`src/rtl/forward_ctrl.sv`:
```
// Hazard unit for a 5-stage pipeline: load-use stall detection plus registered
// EX-stage operand-forwarding selects, tracked through private EX/MEM/WB records.
module forward_ctrl #(
    parameter int REG_W = 5,
    parameter int CNT_W = 16
) (
    input  logic             clk,
    input  logic             rst,
    input  logic             id_valid,
    input  logic [REG_W-1:0] id_rs,
    input  logic [REG_W-1:0] id_rt,
    input  logic [REG_W-1:0] id_dst,
    input  logic             id_regwrite,
    input  logic             id_memread,
    input  logic             flush,
    output logic [1:0]       fwd_a,
    output logic [1:0]       fwd_b,
    output logic             stall,
    output logic [CNT_W-1:0] stall_count
);

    localparam logic [1:0] SEL_RF  = 2'd0;
    localparam logic [1:0] SEL_MEM = 2'd1;
    localparam logic [1:0] SEL_WB  = 2'd2;

    logic             ex_valid;
    logic [REG_W-1:0] ex_dst;
    logic             ex_regwrite;
    logic             ex_memread;
    logic             mem_valid;
    logic [REG_W-1:0] mem_dst;
    logic             mem_regwrite;
    logic             wb_valid;
    logic [REG_W-1:0] wb_dst;
    logic             wb_regwrite;

    logic       ex_writes;
    logic       mem_writes;
    logic       bubble;
    logic [1:0] sel_a;
    logic [1:0] sel_b;

    // Register 0 is hardwired, so a producer targeting it never forwards or stalls.
    always_comb begin
        ex_writes  = ex_valid & ex_regwrite & (ex_dst != '0);
        mem_writes = mem_valid & mem_regwrite & (mem_dst != '0);
        stall      = ~rst & id_valid & ex_writes & ex_memread &
                     ((ex_dst == id_rs) | (ex_dst == id_rt));
        bubble     = stall | flush | ~id_valid;

        sel_a = SEL_RF;
        if (ex_writes && ex_dst == id_rs) begin
            sel_a = SEL_MEM;
        end else if (mem_writes && mem_dst == id_rs) begin
            sel_a = SEL_WB;
        end

        sel_b = SEL_RF;
        if (ex_writes && ex_dst == id_rt) begin
            sel_b = SEL_MEM;
        end else if (mem_writes && mem_dst == id_rt) begin
            sel_b = SEL_WB;
        end
    end

    // EX compares against the records that are about to become MEM and WB.
    always_ff @(posedge clk) begin
        if (rst) begin
            ex_valid     <= 1'b0;
            ex_dst       <= '0;
            ex_regwrite  <= 1'b0;
            ex_memread   <= 1'b0;
            mem_valid    <= 1'b0;
            mem_dst      <= '0;
            mem_regwrite <= 1'b0;
            wb_valid     <= 1'b0;
            wb_dst       <= '0;
            wb_regwrite  <= 1'b0;
            fwd_a        <= SEL_RF;
            fwd_b        <= SEL_RF;
            stall_count  <= '0;
        end else begin
            mem_valid    <= ex_valid;
            mem_dst      <= ex_dst;
            mem_regwrite <= ex_regwrite;
            wb_valid     <= mem_valid;
            wb_dst       <= mem_dst;
            wb_regwrite  <= mem_regwrite;

            if (bubble) begin
                ex_valid    <= 1'b0;
                ex_dst      <= '0;
                ex_regwrite <= 1'b0;
                ex_memread  <= 1'b0;
                fwd_a       <= SEL_RF;
                fwd_b       <= SEL_RF;
            end else begin
                ex_valid    <= 1'b1;
                ex_dst      <= id_dst;
                ex_regwrite <= id_regwrite;
                ex_memread  <= id_memread;
                fwd_a       <= sel_a;
                fwd_b       <= sel_b;
            end

            if (stall && stall_count != '1) begin
                stall_count <= stall_count + CNT_W'(1);
            end
        end
    end

endmodule

```
`config.mk`:
```
export PLATFORM = sky130hd
export DESIGN_NAME = forward_ctrl
export DESIGN_NICKNAME = d
export VERILOG_FILES = /design/src/rtl/forward_ctrl.sv
export SDC_FILE = /design/constraint.sdc
export NUM_CORES = 1
export LEC_CHECK = 0
export CAP_MARGIN = 15
export CORE_ASPECT_RATIO = 1.4
export CORE_MARGIN = 8
export CORE_UTILIZATION = 54
export DETAILED_ROUTE_END_ITERATION = 10
export HOLD_SLACK_MARGIN = 0.06
export PLACE_DENSITY = 0.84
export SLEW_MARGIN = 20
export SYNTH_ARGS = -nofsm -noshare
export SYNTH_HDL_FRONTEND = slang
export SYNTH_SLANG_ARGS = --single-unit
```
`constraint.sdc`:
```
create_clock -name clk -period 4.8 [get_ports clk]
set_input_delay 1.2 -clock clk [delete_from_list [all_inputs] [get_ports clk]]
set_output_delay 1.2 -clock clk [all_outputs]
set_load 0.005 [all_outputs]
```
==> results.sh <==
export IMPL_stdcell_area_um2=2550
export IMPL_post_cts_buffers=0
export IMPL_setup_viol=0
export IMPL_r2r_slack_ns=2.86
export IMPL_timing_final_crit_share_pct=85.4
export IMPL_p_sw_mw=0.137
export IMPL_grt_overflow_total=0
export IMPL_finClkSkew_ns=0.00886
export IMPL_endpoint="stall"
export IMPL_cts_tree="built"
export IMPL_synth_main_ff_cell="dfxtp_1"
export IMPL_syn_num_nets=223
export IMPL_cts_inserted_buffers=5
export IMPL_endpoint_kind="output port"
export IMPL_die_area_um2=5810
export IMPL_totalWireLength_um=4560
export IMPL_async_flop_share_pct=0
export IMPL_crit_start="rst"
export IMPL_yosysTopAreaCell="dfxtp_1"
export IMPL_outcome="finished, final reports clean"
export IMPL_antenna_cells=0
export IMPL_max_slew_margin_pct=66.7
export IMPL_place_area_um2=2410
export IMPL_cts_sinks=35
export IMPL_dp_final_hpwl_um=3360
export IMPL_finalMaxSlewViolations=0
export IMPL_syn_inst=201
export IMPL_ant_nets=0
export IMPL_holdBufCountCts=0
export IMPL_drcViolationCount=0
export IMPL_io_pins=42
export IMPL_reg2reg_from="stall_count[0]$_SDFFE_PP0P_"
export IMPL_power_internal_mw=0.528
export IMPL_drive_gt1_share_pct=16.6
export IMPL_power_mw=0.665
export IMPL_fill_cells=274
export IMPL_crit_path_start_kind="input port"
export IMPL_postCtsResizedCells=0
export IMPL_hold_violations=0
export IMPL_syn_avg_cell_area_um2=9.69
export IMPL_netlist_area_leader_share_pct=36.0
export IMPL_nets=268
export IMPL_drv_cap=0
export IMPL_clk_pin_slew_ns=0.07
export IMPL_setup_tns_ns=0
export IMPL_syn2layout_area_growth_pct=30.9
export IMPL_cp_required_ns=3.60
export IMPL_synth_edff_count=0
export IMPL_r2r_worst_path_cells=6
export IMPL_clkPwrFrac_pct=47.5
export IMPL_core_area_um2=3550
export IMPL_pwr_share_seq_pct=44.6
export IMPL_vdd_ir_drop_max_mv=0.354
export IMPL_total_leakage_power_nw=0.907
export IMPL_first_pass_iters=4
export IMPL_netlist_area_um2=1950
export IMPL_criticalPathCategory="in2out"
export IMPL_dieHeight_um=87.0
export IMPL_post_drt_wl_per_cell_um=15.8
export IMPL_grt_total_usage_pct=16.6
export IMPL_period_needed_ns=4.10
export IMPL_gp_congestion=0.887
export IMPL_synth_yosys_seq_area_share_pct=36.0
export IMPL_critPathMaxFanout=2
export IMPL_vias_per_cell=5.54
export IMPL_hp_class="reg2reg"
export IMPL_vias=1602
export IMPL_rows=26
export IMPL_root_buffer="clkbuf_8"
export IMPL_ys_warn_count=0
export IMPL_synth_top_cells_by_area="dfxtp_1, nor2b_1, mux2_4, xor2_1, nor2_1"
export IMPL_io_buffer_count=41
export IMPL_grt_pass1_vias=1621
export IMPL_die_w_um=66.7
export IMPL_synth_seq_cells=35
export IMPL_initial_core_util_pct=54.9
export IMPL_htreeDepth=2
export IMPL_grt_pass1_wl_um=7530
export IMPL_grt_max_degree=40
export IMPL_r2r_end="stall_count[15]$_SDFFE_PP0P_"
export IMPL_cts_buffer_depth=2
export IMPL_critPathArrivalTime_ns=2.90
export IMPL_swShare_pct=20.6
export IMPL_fmax_mhz=244
export IMPL_power_density_nw_per_um2=261
export IMPL_tightest_slew_ns=0.496
export IMPL_rsz0062_at_grt="false"
export IMPL_comb_power_share_pct=7.9
export IMPL_drt_iter0_drc=70
export IMPL_antenna_found_initial=0
export IMPL_clock_latency_ns=0.29
export IMPL_yosysUniqueCellTypes=44
[worst min path at each step]
| stage | from | to | slack [ns] | cells after the start |
|---|---|---|---|---|
| global route | ex_regwrite$_SDFF_PP0_ | mem_regwrite$_SDFF_PP0_ | 0.52 | 1 |
| global placement | stall_count[14]$_SDFFE_PP0P_ | stall_count[14]$_SDFFE_PP0P_ | 0.49 | 2 |
| floorplan | ex_regwrite$_SDFF_PP0_ | mem_regwrite$_SDFF_PP0_ | 0.47 | 1 |
| finish | stall_count[14]$_SDFFE_PP0P_ | stall_count[14]$_SDFFE_PP0P_ | 0.50 | 2 |
| CTS | stall_count[14]$_SDFFE_PP0P_ | stall_count[14]$_SDFFE_PP0P_ | 0.51 | 2 |
| detailed placement | stall_count[14]$_SDFFE_PP0P_ | stall_count[14]$_SDFFE_PP0P_ | 0.49 | 2 |
[through the flow]
step | cells | utilization, % | setup WS, ns | hold slack, ns
2_1_floorplan | 201 | - | 1.26 | 0.473
3_3_place_gp | 281 | 68.0 | 0.730 | 0.487
3_5_place_dp | 281 | 68.0 | 0.693 | 0.492
4_1_cts | 289 | 71.9 | 0.694 | 0.506
5_1_grt | 289 | 71.9 | 0.649 | 0.524
6_report | 289 | 71.9 | 0.703 | 0.496
[area by class of cell]
cell class | count | area, um^2 | share of cell area (%)
multi-input cells | 152 | 1190 | 46.6
repair buffers | 46 | 448 | 17.6
clock inverters | 3 | 67.6 | 2.65
flip-flops and latches | 35 | 701 | 27.5
clock buffers | 5 | 68.8 | 2.70
inverters | 6 | 22.5 | 0.884
well taps | 42 | 52.6 | 2.06
[layout by cell type, fill, tap and decap left out, types with 2 or more instances in the layout]
| master | n |
|---|---|
| a211oi_2 | 5 |
| a21oi_1 | 7 |
| buf_4 | 5 |
| bufinv_16 | 2 |
| clkbuf_8 | 5 |
| clkdlybuf4s50_1 | 41 |
| dfxtp_1 | 35 |
| inv_1 | 5 |
| mux2_1 | 7 |
| mux2_4 | 7 |
| nand2_1 | 5 |
| nand2b_1 | 2 |
| nand3_1 | 7 |
| nand3_4 | 2 |
| nand4_1 | 8 |
| nor2_1 | 22 |
| nor2b_1 | 18 |
| nor3_1 | 7 |
| nor3_2 | 2 |
| nor3b_1 | 7 |
| nor4_1 | 2 |
| o2111ai_1 | 2 |
| or4_4 | 2 |
| xnor2_1 | 8 |
| xor2_1 | 12 |
[flip-flops by register name, indices dropped and copies added, names as in the netlist]
| name | cells |
|---|---|
| mem_valid | 1 |
| fwd_b | 2 |
| stall_count | 16 |
| mem_regwrite | 1 |
| ex_valid | 1 |
| ex_dst | 5 |
| fwd_a | 2 |
| ex_regwrite | 1 |
| ex_memread | 1 |
| mem_dst | 5 |
[per-layer routing]
metal | up-vias | routed length [um] | track usage (%) | share of wire (%)
li1 | 800 | - | - | -
met1 | 747 | 1820 | 17.5 | 40
met2 | 44 | 2300 | 27.9 | 51
met3 | 11 | 305 | 5.28 | 6.7
met4 | 0 | 125 | 9.16 | 2.7
met5 | - | 0 | 0 | 0
[power by group through the flow]
stage | logic [mW] | clock network (mW) | registers (mW)
after floorplan | 0.0279 | 0 | 0.302
after global placement | 0.0512 | 0 | 0.303
after detailed placement | 0.0525 | 0 | 0.303
after CTS | 0.0530 | 0.324 | 0.296
after global routing | 0.0567 | 0.334 | 0.297
final | 0.0525 | 0.316 | 0.296
[synth_stat cells, types with 2 or more instances]
library cell  count
dfxtp_1          35
nor2_1           22
nor2b_1          18
xor2_1           12
nand4_1           8
xnor2_1           8
a21oi_1           7
mux2_1            7
mux2_4            7
nand3_1           7
nor3_1            7
nor3b_1           7
a211oi_2          5
inv_1             5
nand2_1           5
buf_2             4
clkbuf_1          4
nand2b_1          2
nand3_4           2
nor3_2            2
nor4_1            2
o2111ai_1         2
or4_4             2
[cell families after synthesis]
logic type,synth area share (%)
adders and majority gates,0.643
AOI/OAI and AO/OA,10.7
buffers and inverters,2.96
muxes,9.96
DFF,36.0
and+or+nand+nor,30.7
xor gates and xnor gates,9.00
[worst max-delay path, cell delays in order]
cell and delay [ns]:
clkdlybuf4s50_1 0.42, nand4b_2 0.23, a211oi_4 0.26, a21boi_1 0.25, clkdlybuf4s50_1 0.53
Note: power is estimated with default switching activity, not from simulation.
